==> config.mk <==
export PLATFORM = sky130hd
export DESIGN_NAME = move_request
export DESIGN_NICKNAME = d
export VERILOG_FILES = /design/src/rtl/move_request.sv
export SDC_FILE = /design/constraint.sdc
export NUM_CORES = 1
export LEC_CHECK = 0
export ABC_AREA = 1
export BUFFER_PORTS_ARGS = -buffer_cell sky130_fd_sc_hd__buf_2
export CORE_ASPECT_RATIO = 0.7
export CORE_MARGIN = 5
export CORE_UTILIZATION = 45
export CTS_CLUSTER_SIZE = 16
export DETAILED_ROUTE_END_ITERATION = 10
export GPL_ROUTABILITY_DRIVEN = 0
export GPL_TIMING_DRIVEN = 0
export PLACE_DENSITY_LB_ADDON = 0.1
export SLEW_MARGIN = 10
export SYNTH_ARGS = -nofsm -noshare
export SYNTH_HDL_FRONTEND = slang
export SYNTH_SLANG_ARGS = --single-unit
==> constraint.sdc <==
create_clock -name clk -period 3.1 [get_ports clk]
set_input_delay 0.62 -clock clk [delete_from_list [all_inputs] [get_ports clk]]
set_output_delay 0.62 -clock clk [all_outputs]
set_load 0.02 [all_outputs]
==> src/rtl/move_request.sv <==
// Debounced, latched move requests (left/right/rotate) for the game controller.
// Optional left/right auto-repeat is compiled in when MOVE_REQUEST_AUTOREPEAT_EN is defined.
module move_request #(
    parameter int DEBOUNCE_CYCLES = 250000,
    parameter int REPEAT_DELAY    = 12500000,
    parameter int REPEAT_RATE     = 5000000
) (
    input  logic clk,
    input  logic reset_n,
    input  logic key_left,
    input  logic key_right,
    input  logic key_rotate,
    input  logic consume,
    output logic left,
    output logic right,
    output logic rotate,
    output logic pending
);

    localparam int KEYS = 3;
    localparam int DB_W = $clog2(DEBOUNCE_CYCLES);
    localparam logic [DB_W-1:0] DB_LAST = DB_W'(DEBOUNCE_CYCLES - 1);

    if (DEBOUNCE_CYCLES < 2 || REPEAT_DELAY < 1 || REPEAT_RATE < 1) begin : g_bad_params
        $error("move_request: DEBOUNCE_CYCLES must be >= 2, repeat periods >= 1");
    end

    // Bit order everywhere: [0]=left, [1]=right, [2]=rotate.
    logic [KEYS-1:0] raw;
    logic [KEYS-1:0] sync_a;
    logic [KEYS-1:0] sync_b;
    logic [KEYS-1:0] deb;
    logic [KEYS-1:0] deb_prev;
    logic [KEYS-1:0] rise;
    logic [KEYS-1:0] set;
    logic [KEYS-1:0] req;
    logic [DB_W-1:0] db_cnt [KEYS];

    assign raw = {key_rotate, key_right, key_left};

    always_ff @(posedge clk or negedge reset_n) begin
        if (!reset_n) begin
            sync_a <= '0;
            sync_b <= '0;
        end else begin
            sync_a <= raw;
            sync_b <= sync_a;
        end
    end

    // The counter only survives while the synchronized key keeps disagreeing with the debounced level.
    always_ff @(posedge clk or negedge reset_n) begin
        if (!reset_n) begin
            deb      <= '0;
            deb_prev <= '0;
            for (int k = 0; k < KEYS; k++) begin
                db_cnt[k] <= '0;
            end
        end else begin
            deb_prev <= deb;
            for (int k = 0; k < KEYS; k++) begin
                if (sync_b[k] == deb[k]) begin
                    db_cnt[k] <= '0;
                end else if (db_cnt[k] == DB_LAST) begin
                    deb[k]    <= sync_b[k];
                    db_cnt[k] <= '0;
                end else begin
                    db_cnt[k] <= db_cnt[k] + 1'b1;
                end
            end
        end
    end

    assign rise = deb & ~deb_prev;

`ifdef MOVE_REQUEST_AUTOREPEAT_EN
    localparam int RPT_MAX = (REPEAT_DELAY > REPEAT_RATE) ? REPEAT_DELAY : REPEAT_RATE;
    localparam int RPT_W   = (RPT_MAX > 1) ? $clog2(RPT_MAX) : 1;
    localparam logic [RPT_W-1:0] DELAY_LAST = RPT_W'(REPEAT_DELAY - 1);
    localparam logic [RPT_W-1:0] RATE_LAST  = RPT_W'(REPEAT_RATE - 1);

    localparam logic [1:0] ST_IDLE   = 2'd0;
    localparam logic [1:0] ST_DELAY  = 2'd1;
    localparam logic [1:0] ST_REPEAT = 2'd2;

    logic [1:0]       rpt_state [2];
    logic [RPT_W-1:0] rpt_cnt   [2];
    logic [1:0]       rpt_set;
    logic             both_held;

    // Holding both directions cancels repeat entirely so the piece does not jitter.
    assign both_held = deb[0] & deb[1];

    always_comb begin
        rpt_set = '0;
        for (int k = 0; k < 2; k++) begin
            if (deb[k] && !both_held) begin
                if (rpt_state[k] == ST_DELAY && rpt_cnt[k] == DELAY_LAST) begin
                    rpt_set[k] = 1'b1;
                end else if (rpt_state[k] == ST_REPEAT && rpt_cnt[k] == RATE_LAST) begin
                    rpt_set[k] = 1'b1;
                end
            end
        end
    end

    always_ff @(posedge clk or negedge reset_n) begin
        if (!reset_n) begin
            for (int k = 0; k < 2; k++) begin
                rpt_state[k] <= ST_IDLE;
                rpt_cnt[k]   <= '0;
            end
        end else begin
            for (int k = 0; k < 2; k++) begin
                case (rpt_state[k])
                    ST_IDLE: begin
                        rpt_cnt[k] <= '0;
                        if (rise[k] && !both_held) begin
                            rpt_state[k] <= ST_DELAY;
                        end
                    end
                    ST_DELAY: begin
                        if (!deb[k] || both_held) begin
                            rpt_state[k] <= ST_IDLE;
                            rpt_cnt[k]   <= '0;
                        end else if (rpt_cnt[k] == DELAY_LAST) begin
                            rpt_state[k] <= ST_REPEAT;
                            rpt_cnt[k]   <= '0;
                        end else begin
                            rpt_cnt[k] <= rpt_cnt[k] + 1'b1;
                        end
                    end
                    ST_REPEAT: begin
                        if (!deb[k] || both_held) begin
                            rpt_state[k] <= ST_IDLE;
                            rpt_cnt[k]   <= '0;
                        end else if (rpt_cnt[k] == RATE_LAST) begin
                            rpt_cnt[k] <= '0;
                        end else begin
                            rpt_cnt[k] <= rpt_cnt[k] + 1'b1;
                        end
                    end
                    default: begin
                        rpt_state[k] <= ST_IDLE;
                        rpt_cnt[k]   <= '0;
                    end
                endcase
            end
        end
    end

    assign set = rise | {1'b0, rpt_set};
`else
    assign set = rise;
`endif

    // A new set beats a coincident consume so that press is never dropped.
    always_ff @(posedge clk or negedge reset_n) begin
        if (!reset_n) begin
            req <= '0;
        end else begin
            req <= set | (req & {KEYS{~consume}});
        end
    end

    assign left    = req[0];
    assign right   = req[1];
    assign rotate  = req[2];
    assign pending = |req;

endmodule

==> flow_metrics.env, run 1 <==
export IMPL_grt_pass1_vias=2562
export IMPL_dp_cells=550
export IMPL_maxCapViolations=0
export IMPL_antennaDiodeCount=0
export IMPL_final_nets=472
export IMPL_status="completed"
export IMPL_cts_tree="yes"
export IMPL_fin_ws_ns=1.38
export IMPL_ctsResizeCount=0
export IMPL_syn_num_nets=451
export IMPL_cts_htree_levels=3
export IMPL_required_ns=2.48
export IMPL_pin_count=10
export IMPL_ys_async_sr_fraction=1.00
export IMPL_clock_power_share=0.404
export IMPL_setup_viol=0
export IMPL_final_cell_count_no_fill=566
export IMPL_clk_path_buf_depth=2
export IMPL_vias=2660
export IMPL_synth_cells=442
export IMPL_hpwl_mm=4.92
export IMPL_antenna_found_initial=0
export IMPL_ys_warn_count=0
export IMPL_num_rows=26
export IMPL_power_leakage_uw=0.00171
export IMPL_relSlewSlack=0.655
export IMPL_hold_path_class="input port to async pin"
export IMPL_period_share=0.554
export IMPL_drc=0
export IMPL_post_route_util=0.521
export IMPL_worstReg2RegStart="db_cnt[18]$_DFF_PN0_"
export IMPL_numCtsBuffers=9
export IMPL_drt_wirelength_per_cell_um=11.7
export IMPL_die_y_um=83.7
export IMPL_synth_area_per_cell_um2=7.90
export IMPL_mostFrequentLayoutCell="nor2_1"
export IMPL_post_cts_setup_buffer_count=0
export IMPL_synth_edf_count=0
export IMPL_critPathLaunchType="flop"
export IMPL_place_ws_ns=1.61
export IMPL_grt_pass1_wl_mm=11.9
export IMPL_skew_ns=0.00509
export IMPL_seqPwrFrac=0.560
export IMPL_drive_gt1_frac=0.118
export IMPL_initial_core_util=0.471
export IMPL_crit_path_start="req[2]$_DFF_PN0_"
export IMPL_clkTransAtPathRegs_ns=0.07
export IMPL_fp_dieArea_um2=9650
export IMPL_pwr_share_comb=0.036
export IMPL_ys_types=25
export IMPL_cp_arrival_ns=1.10
export IMPL_peakVddDrop_mv=0.378
export IMPL_slew_violations=0
export IMPL_p_int_uw=1260
export IMPL_cp_max_fo=2
export IMPL_power_switching_uw=388
export IMPL_numClockSinks=69
export IMPL_syn_area_um2=3490
export IMPL_gr_total_overflow=0
export IMPL_insertion_delay_ns=0.35
export IMPL_ctsHoldBuffers=0
export IMPL_grt_max_degree=50
export IMPL_path_class="flop to output pin"
export IMPL_routed_wl_mm=6.60
export IMPL_worstMarginPinSlew_ns=0.515
export IMPL_fmax_ghz=0.583
export IMPL_drtIter0Drc=160
export IMPL_core_area_um2=7420
export IMPL_area_growth_pct=10.7
export IMPL_final_cell_mix="nor2_1, nand2_1, dfrtp_1, inv_1, nand3_1"
export IMPL_grt_total_usage=0.155
export IMPL_ant_nets=0
export IMPL_via_per_inst=4.70
export IMPL_fin_tns_setup_ns=0
export IMPL_finalCriticalPeriod_ns=1.72
export IMPL_place_port_buffers=9
export IMPL_switching_share=0.235
export IMPL_ys_seq_area_frac=0.494
export IMPL_ys_ff_latch=69
export IMPL_final_hold_viol_count=0
export IMPL_power_density_nw_per_um2=426
export IMPL_ys_flop_type="dfrtp_1"
export IMPL_cp_end_kind="output pin"
export IMPL_hold_slack_ns=0.151
export IMPL_rsz0062_at_grt="false"
export IMPL_die_x_um=115
export IMPL_cts_root_buf="clkbuf_8"
export IMPL_dr_pass1_iters=4
-- layer usage --
metal / vias to the layer above / global-route usage / share of wire / routed length [um]
met5: - / 0 / 0 / 0
met4: 0 / 0.0320 / 0.0061 / 40
met3: 5 / 0.0587 / 0.045 / 297
met2: 34 / 0.224 / 0.42 / 2750
met1: 1212 / 0.221 / 0.53 / 3510
li1: 1409 / - / - / -
-- logic make-up after synthesis --
group,after synthesis,share of synthesized area
adders and majority gates,3,0.0107
xor gates and xnor gates,25,0.0670
and+or+nand+nor,264,0.328
AOI/OAI and AO/OA,25,0.0398
buffers and inverters,56,0.0602
DFF,69,0.494
-- Yosys cell counts, types with 2 or more instances --
cell,instances,area share
nor2_1,108,0.12
nand2_1,91,0.098
dfrtp_1,69,0.49
inv_1,50,0.054
nand3_1,35,0.050
xor2_1,17,0.043
a21oi_1,12,0.017
nor2_2,9,0.016
inv_2,6,0.0064
nand2_2,6,0.011
xnor2_1,6,0.015
nor2_4,5,0.016
o21ai_0,4,0.0057
ha_1,3,0.011
nand4_1,3,0.0054
nor3b_1,3,0.0064
o21bai_1,3,0.0064
o22ai_1,3,0.0054
nor3_1,2,0.0029
o21ai_1,2,0.0029
-- power by group through the flow --
stage	logic [uW]	clock network, uW	registers (uW)
2_1_floorplan	28.1	0	938
3_3_place_gp	57.0	0	940
3_5_place_dp	62.5	0	941
4_1_cts	62.4	698	923
5_1_grt	71.9	735	925
6_report	59.5	666	923
-- worst paths after layout --
kind	depth (start not counted)	to	slack [ns]
min in group clk	0	sync_b[1]$_DFF_PN0_	0.35
setup reg to reg	6	db_cnt[30]$_DFF_PN0_	1.63
max in group asynchronous	2	db_cnt[46]$_DFF_PN0_	2.43
setup / recovery	3	pending	1.38
hold / removal	1	db_cnt[25]$_DFF_PN0_	0.15
hold reg to reg	0	sync_b[1]$_DFF_PN0_	0.35
-- final cells by class --
type / count / area, um2
clock inverter: 4 / 22.5
fill: 742 / 3550
sequential: 69 / 1730
inverter: 56 / 210
tap: 98 / 123
timing repair buffer: 10 / 75.1
clock buffer: 12 / 155
multi-input combinational: 317 / 1560
-- state kept, by name, indices dropped and copies added (netlist names) --
signal    cells
db_cnt       54
deb           3
deb_prev      3
req           3
sync_a        3
sync_b        3
-- metrics by stage --
step | cell area, um2 | power, uW
floorplan | 3490 | 966
global route | 3870 | 1730
CTS | 3870 | 1680
detailed placement | 3690 | 1000
global placement | 3660 | 997
finish | 3870 | 1650
-- critical path: stages, from the launching register on --
cell	delay (ns)
dfrtp_1	0.42
inv_1	0.10
nand3_1	0.07
buf_2	0.16
(Power assumes the default switching activity.)
==> run 2: changes to the inputs <==
--- a/config.mk
+++ b/config.mk
@@ -5,7 +5,7 @@
 export SDC_FILE = /design/constraint.sdc
 export NUM_CORES = 1
 export LEC_CHECK = 0
-export ABC_AREA = 1
+export ABC_AREA = 0
 export BUFFER_PORTS_ARGS = -buffer_cell sky130_fd_sc_hd__buf_2
 export CORE_ASPECT_RATIO = 0.7
 export CORE_MARGIN = 5
==> constraint.sdc (replaced) <==
create_clock -name clk -period 1.5 [get_ports clk]
set_input_delay 0.3 -clock clk [delete_from_list [all_inputs] [get_ports clk]]
set_output_delay 0.3 -clock clk [all_outputs]
set_load 0.02 [all_outputs]
==> run 2 against run 1 <==
Effect of this change: worst setup slack lost 1.9 ns; core utilization is 12 points higher; highest routed layer unchanged; total power grew 150%; die area down 7.3%; synthesized cell count shrank 30%; critical path type is now flop to flop; cell count fell by 18%; the run now ends with negative setup slack left.
==> flow_metrics.env, run 2 <==
export IMPL_synth_area_top_cells="dfrtp_1, nor2_1, xor2_1, xnor2_1, nand3_1"
export IMPL_slew_violations=0
export IMPL_fp_dieArea_um2=8940
export IMPL_antenna_found_initial=0
export IMPL_seqPwrFrac=0.467
export IMPL_r2r_end="db_cnt[16]$_DFF_PN0_"
export IMPL_rsz0062_at_grt="true"
export IMPL_synth_compound_area_frac=0.0574
export IMPL_ys_ff_latch=69
export IMPL_required_ns=1.71
export IMPL_synth_top_family_by_area="simple AND/OR/NAND/NOR gates"
export IMPL_ys_async_sr_fraction=1.00
export IMPL_drt_wirelength_per_cell_um=15.8
export IMPL_synth_area_per_cell_um2=10.3
export IMPL_area_growth_pct=36.3
export IMPL_finalPower_uw=4110
export IMPL_fin_ws_ns=-0.546
export IMPL_drtIter0Drc=142
export IMPL_mostFrequentLayoutCell="dfrtp_1"
export IMPL_reg2reg_setup_slack_ns=-0.55
export IMPL_gr_total_overflow=0
export IMPL_pin_count=10
export IMPL_antennaDiodeCount=0
export IMPL_drive_gt1_frac=0.414
export IMPL_ys_seq_area_frac=0.538
export IMPL_power_leakage_uw=0.00180
export IMPL_path_cells="or4b_1, or4_4, o21ai_4, buf_6, a21oi_2"
export IMPL_ys_types=36
export IMPL_ys_flop_type="dfrtp_1"
export IMPL_num_rows=25
export IMPL_ys_warn_count=0
export IMPL_cts_root_buf="clkbuf_8"
export IMPL_critPathLaunchType="flop"
export IMPL_hold_path_class="input port to flop"
export IMPL_cts_tree="yes"
export IMPL_r2r_cells=5
export IMPL_synth_simple_area_share=0.244
export IMPL_clk_path_buf_depth=2
export IMPL_routed_wl_mm=7.34
export IMPL_post_route_util=0.638
export IMPL_largest_register_ffs=54
export IMPL_syn_num_nets=319
export IMPL_initial_core_util=0.468
export IMPL_worstMarginPinSlew_ns=0.470
export IMPL_post_synth_top_count_cell="dfrtp_1"
export IMPL_grt_pass1_vias=2325
export IMPL_path_class="flop to flop"
export IMPL_regMostFlops="db_cnt"
export IMPL_cp_max_fo=4
export IMPL_yosysTopAreaCellShare=0.538
export IMPL_crit_path_start="db_cnt[13]$_DFF_PN0_"
export IMPL_period_share=1.36
export IMPL_p_int_uw=3250
export IMPL_grt_max_degree=36
export IMPL_ant_nets=0
export IMPL_syn_area_um2=3210
export IMPL_place_port_buffers=9
export IMPL_via_per_inst=5.35
export IMPL_dr_pass1_iters=4
export IMPL_grt_total_usage=0.171
export IMPL_violations="negative setup slack"
export IMPL_peakVddDrop_mv=0.439
export IMPL_power_switching_uw=862
export IMPL_num_fill_cells=530
export IMPL_die_x_um=111
export IMPL_drc=0
export IMPL_cp_arrival_ns=2.26
export IMPL_cts_htree_levels=3
export IMPL_skew_ns=0.00770
export IMPL_endpoint="db_cnt[16]$_DFF_PN0_"
export IMPL_cp_end_kind="flop"
export IMPL_final_hold_viol_count=0
export IMPL_die_y_um=80.6
export IMPL_synth_xor_area_frac=0.112
export IMPL_status="finished, violations left"
export IMPL_switching_share=0.210
export IMPL_synth_cells=310
export IMPL_insertion_delay_ns=0.34
export IMPL_grt_pass1_wl_mm=11.9
export IMPL_synth_common_cells="dfrtp_1, nor2_1, nand3_1, xor2_1, xnor2_1"
export IMPL_core_area_um2=6850
export IMPL_synth_edf_count=0
export IMPL_synthAdderAreaFrac=0.0117
export IMPL_cp_slowest_cell="or4_4"
export IMPL_hpwl_mm=4.33
export IMPL_clock_power_share=0.479
export IMPL_maxCapViolations=0
export IMPL_pwr_share_comb=0.054
export IMPL_fmax_ghz=0.489
export IMPL_relSlewSlack=0.687
export IMPL_worstReg2RegStart="db_cnt[13]$_DFF_PN0_"
export IMPL_numClockSinks=69
export IMPL_final_nets=374
export IMPL_finalCriticalPeriod_ns=2.05
export IMPL_power_density_nw_per_um2=940
export IMPL_crit_path_max_incr_delay_ns=0.55
export IMPL_numCtsBuffers=9
export IMPL_final_cell_mix="dfrtp_1, nor2_2, buf_4, xor2_1, xnor2_1"
export IMPL_setup_viol=52
export IMPL_synthMuxAreaShare=0.0105
export IMPL_vias=2484
export IMPL_yosys_area_top_type="dfrtp_1"
export IMPL_clkTransAtPathRegs_ns=0.07
## run 2: kinds of logic after synthesis
| family | Yosys count |
|---|---|
| flip-flops | 69 |
| adder cells (fa/ha/maj) | 3 |
| AND/OR/NAND/NOR | 149 |
| buffers and inverters | 19 |
| XOR/XNOR | 41 |
| multiplexers | 3 |
| AO/OA/AOI/OAI | 26 |
## run 2: power groups by stage
| stage | registers (uW) | logic (uW) | clock network (uW) |
|---|---|---|---|
| floorplan | 1940 | 64.4 | 0 |
| global placement | 1950 | 126 | 0 |
| detailed placement | 1950 | 134 | 0 |
| CTS | 1910 | 186 | 2010 |
| global route | 1920 | 244 | 2110 |
| finish | 1920 | 222 | 1970 |
## run 2: layer usage
| layer | vias to the layer above | track usage | share of wire |
|---|---|---|---|
| met3 | 2 | 0.0489 | 0.042 |
| met5 | - | 0 | 0 |
| li1 | 1207 | - | - |
| met1 | 1235 | 0.270 | 0.55 |
| met4 | 0 | 0.0480 | 0.0030 |
| met2 | 40 | 0.220 | 0.40 |
## run 2: layout make-up
| class | instances | area (um2) | share of cell area |
|---|---|---|---|
| well taps | 94 | 118 | 0.0269 |
| multi-input cells | 222 | 1780 | 0.407 |
| flip-flops and latches | 69 | 1730 | 0.396 |
| repair buffers | 45 | 370 | 0.0847 |
| clock buffers | 9 | 124 | 0.0283 |
| inverters | 13 | 48.8 | 0.0112 |
| plain buffers | 5 | 62.6 | 0.0143 |
| clock inverters | 7 | 138 | 0.0315 |
## run 2: worst min-delay path by stage
stage                         from                    to  slack (ns)  depth (start not counted)
6_report                 key_right   sync_a[1]$_DFF_PN0_        0.07                          1
5_1_grt                  key_right   sync_a[1]$_DFF_PN0_        0.04                          1
4_1_cts                  key_right   sync_a[1]$_DFF_PN0_        0.05                          1
3_5_place_dp               reset_n  db_cnt[31]$_DFF_PN0_        0.29                          1
3_3_place_gp   sync_a[2]$_DFF_PN0_   sync_b[2]$_DFF_PN0_        0.34                          0
2_1_floorplan              reset_n   db_cnt[0]$_DFF_PN0_       0.004                          0
## run 2: repair_timing
item,in CTS,in global routing
setup buffers,17,15
hold buffers,1,0
gates cloned,3,0
endpoints found under the setup margin,57,57
hold endpoints to repair,34,0
pin swaps,20,16
gates resized for setup,46,68
## run 2: metrics by stage
step	TNS, ns	std cells	area, um2	setup slack, ns	hold slack, ns
6_report	-13.99	464	4370	-0.546	0.0666
5_1_grt	-17.17	464	4370	-0.617	0.0432
4_1_cts	-17.21	449	3990	-0.565	0.0477
3_5_place_dp	-24.92	414	3430	-0.718	0.288
3_3_place_gp	-42.36	413	3410	-0.705	0.336
2_1_floorplan	-9.91	310	3250	-0.485	0.00441
## run 2: critical path, delay by kind of cell (launching register included)
kind	cells	cell delay, ns
DFF	1	0.37
and+or+nand+nor	2	1.06
buffers and inverters	1	0.18
AOI/OAI and AO/OA	2	0.30
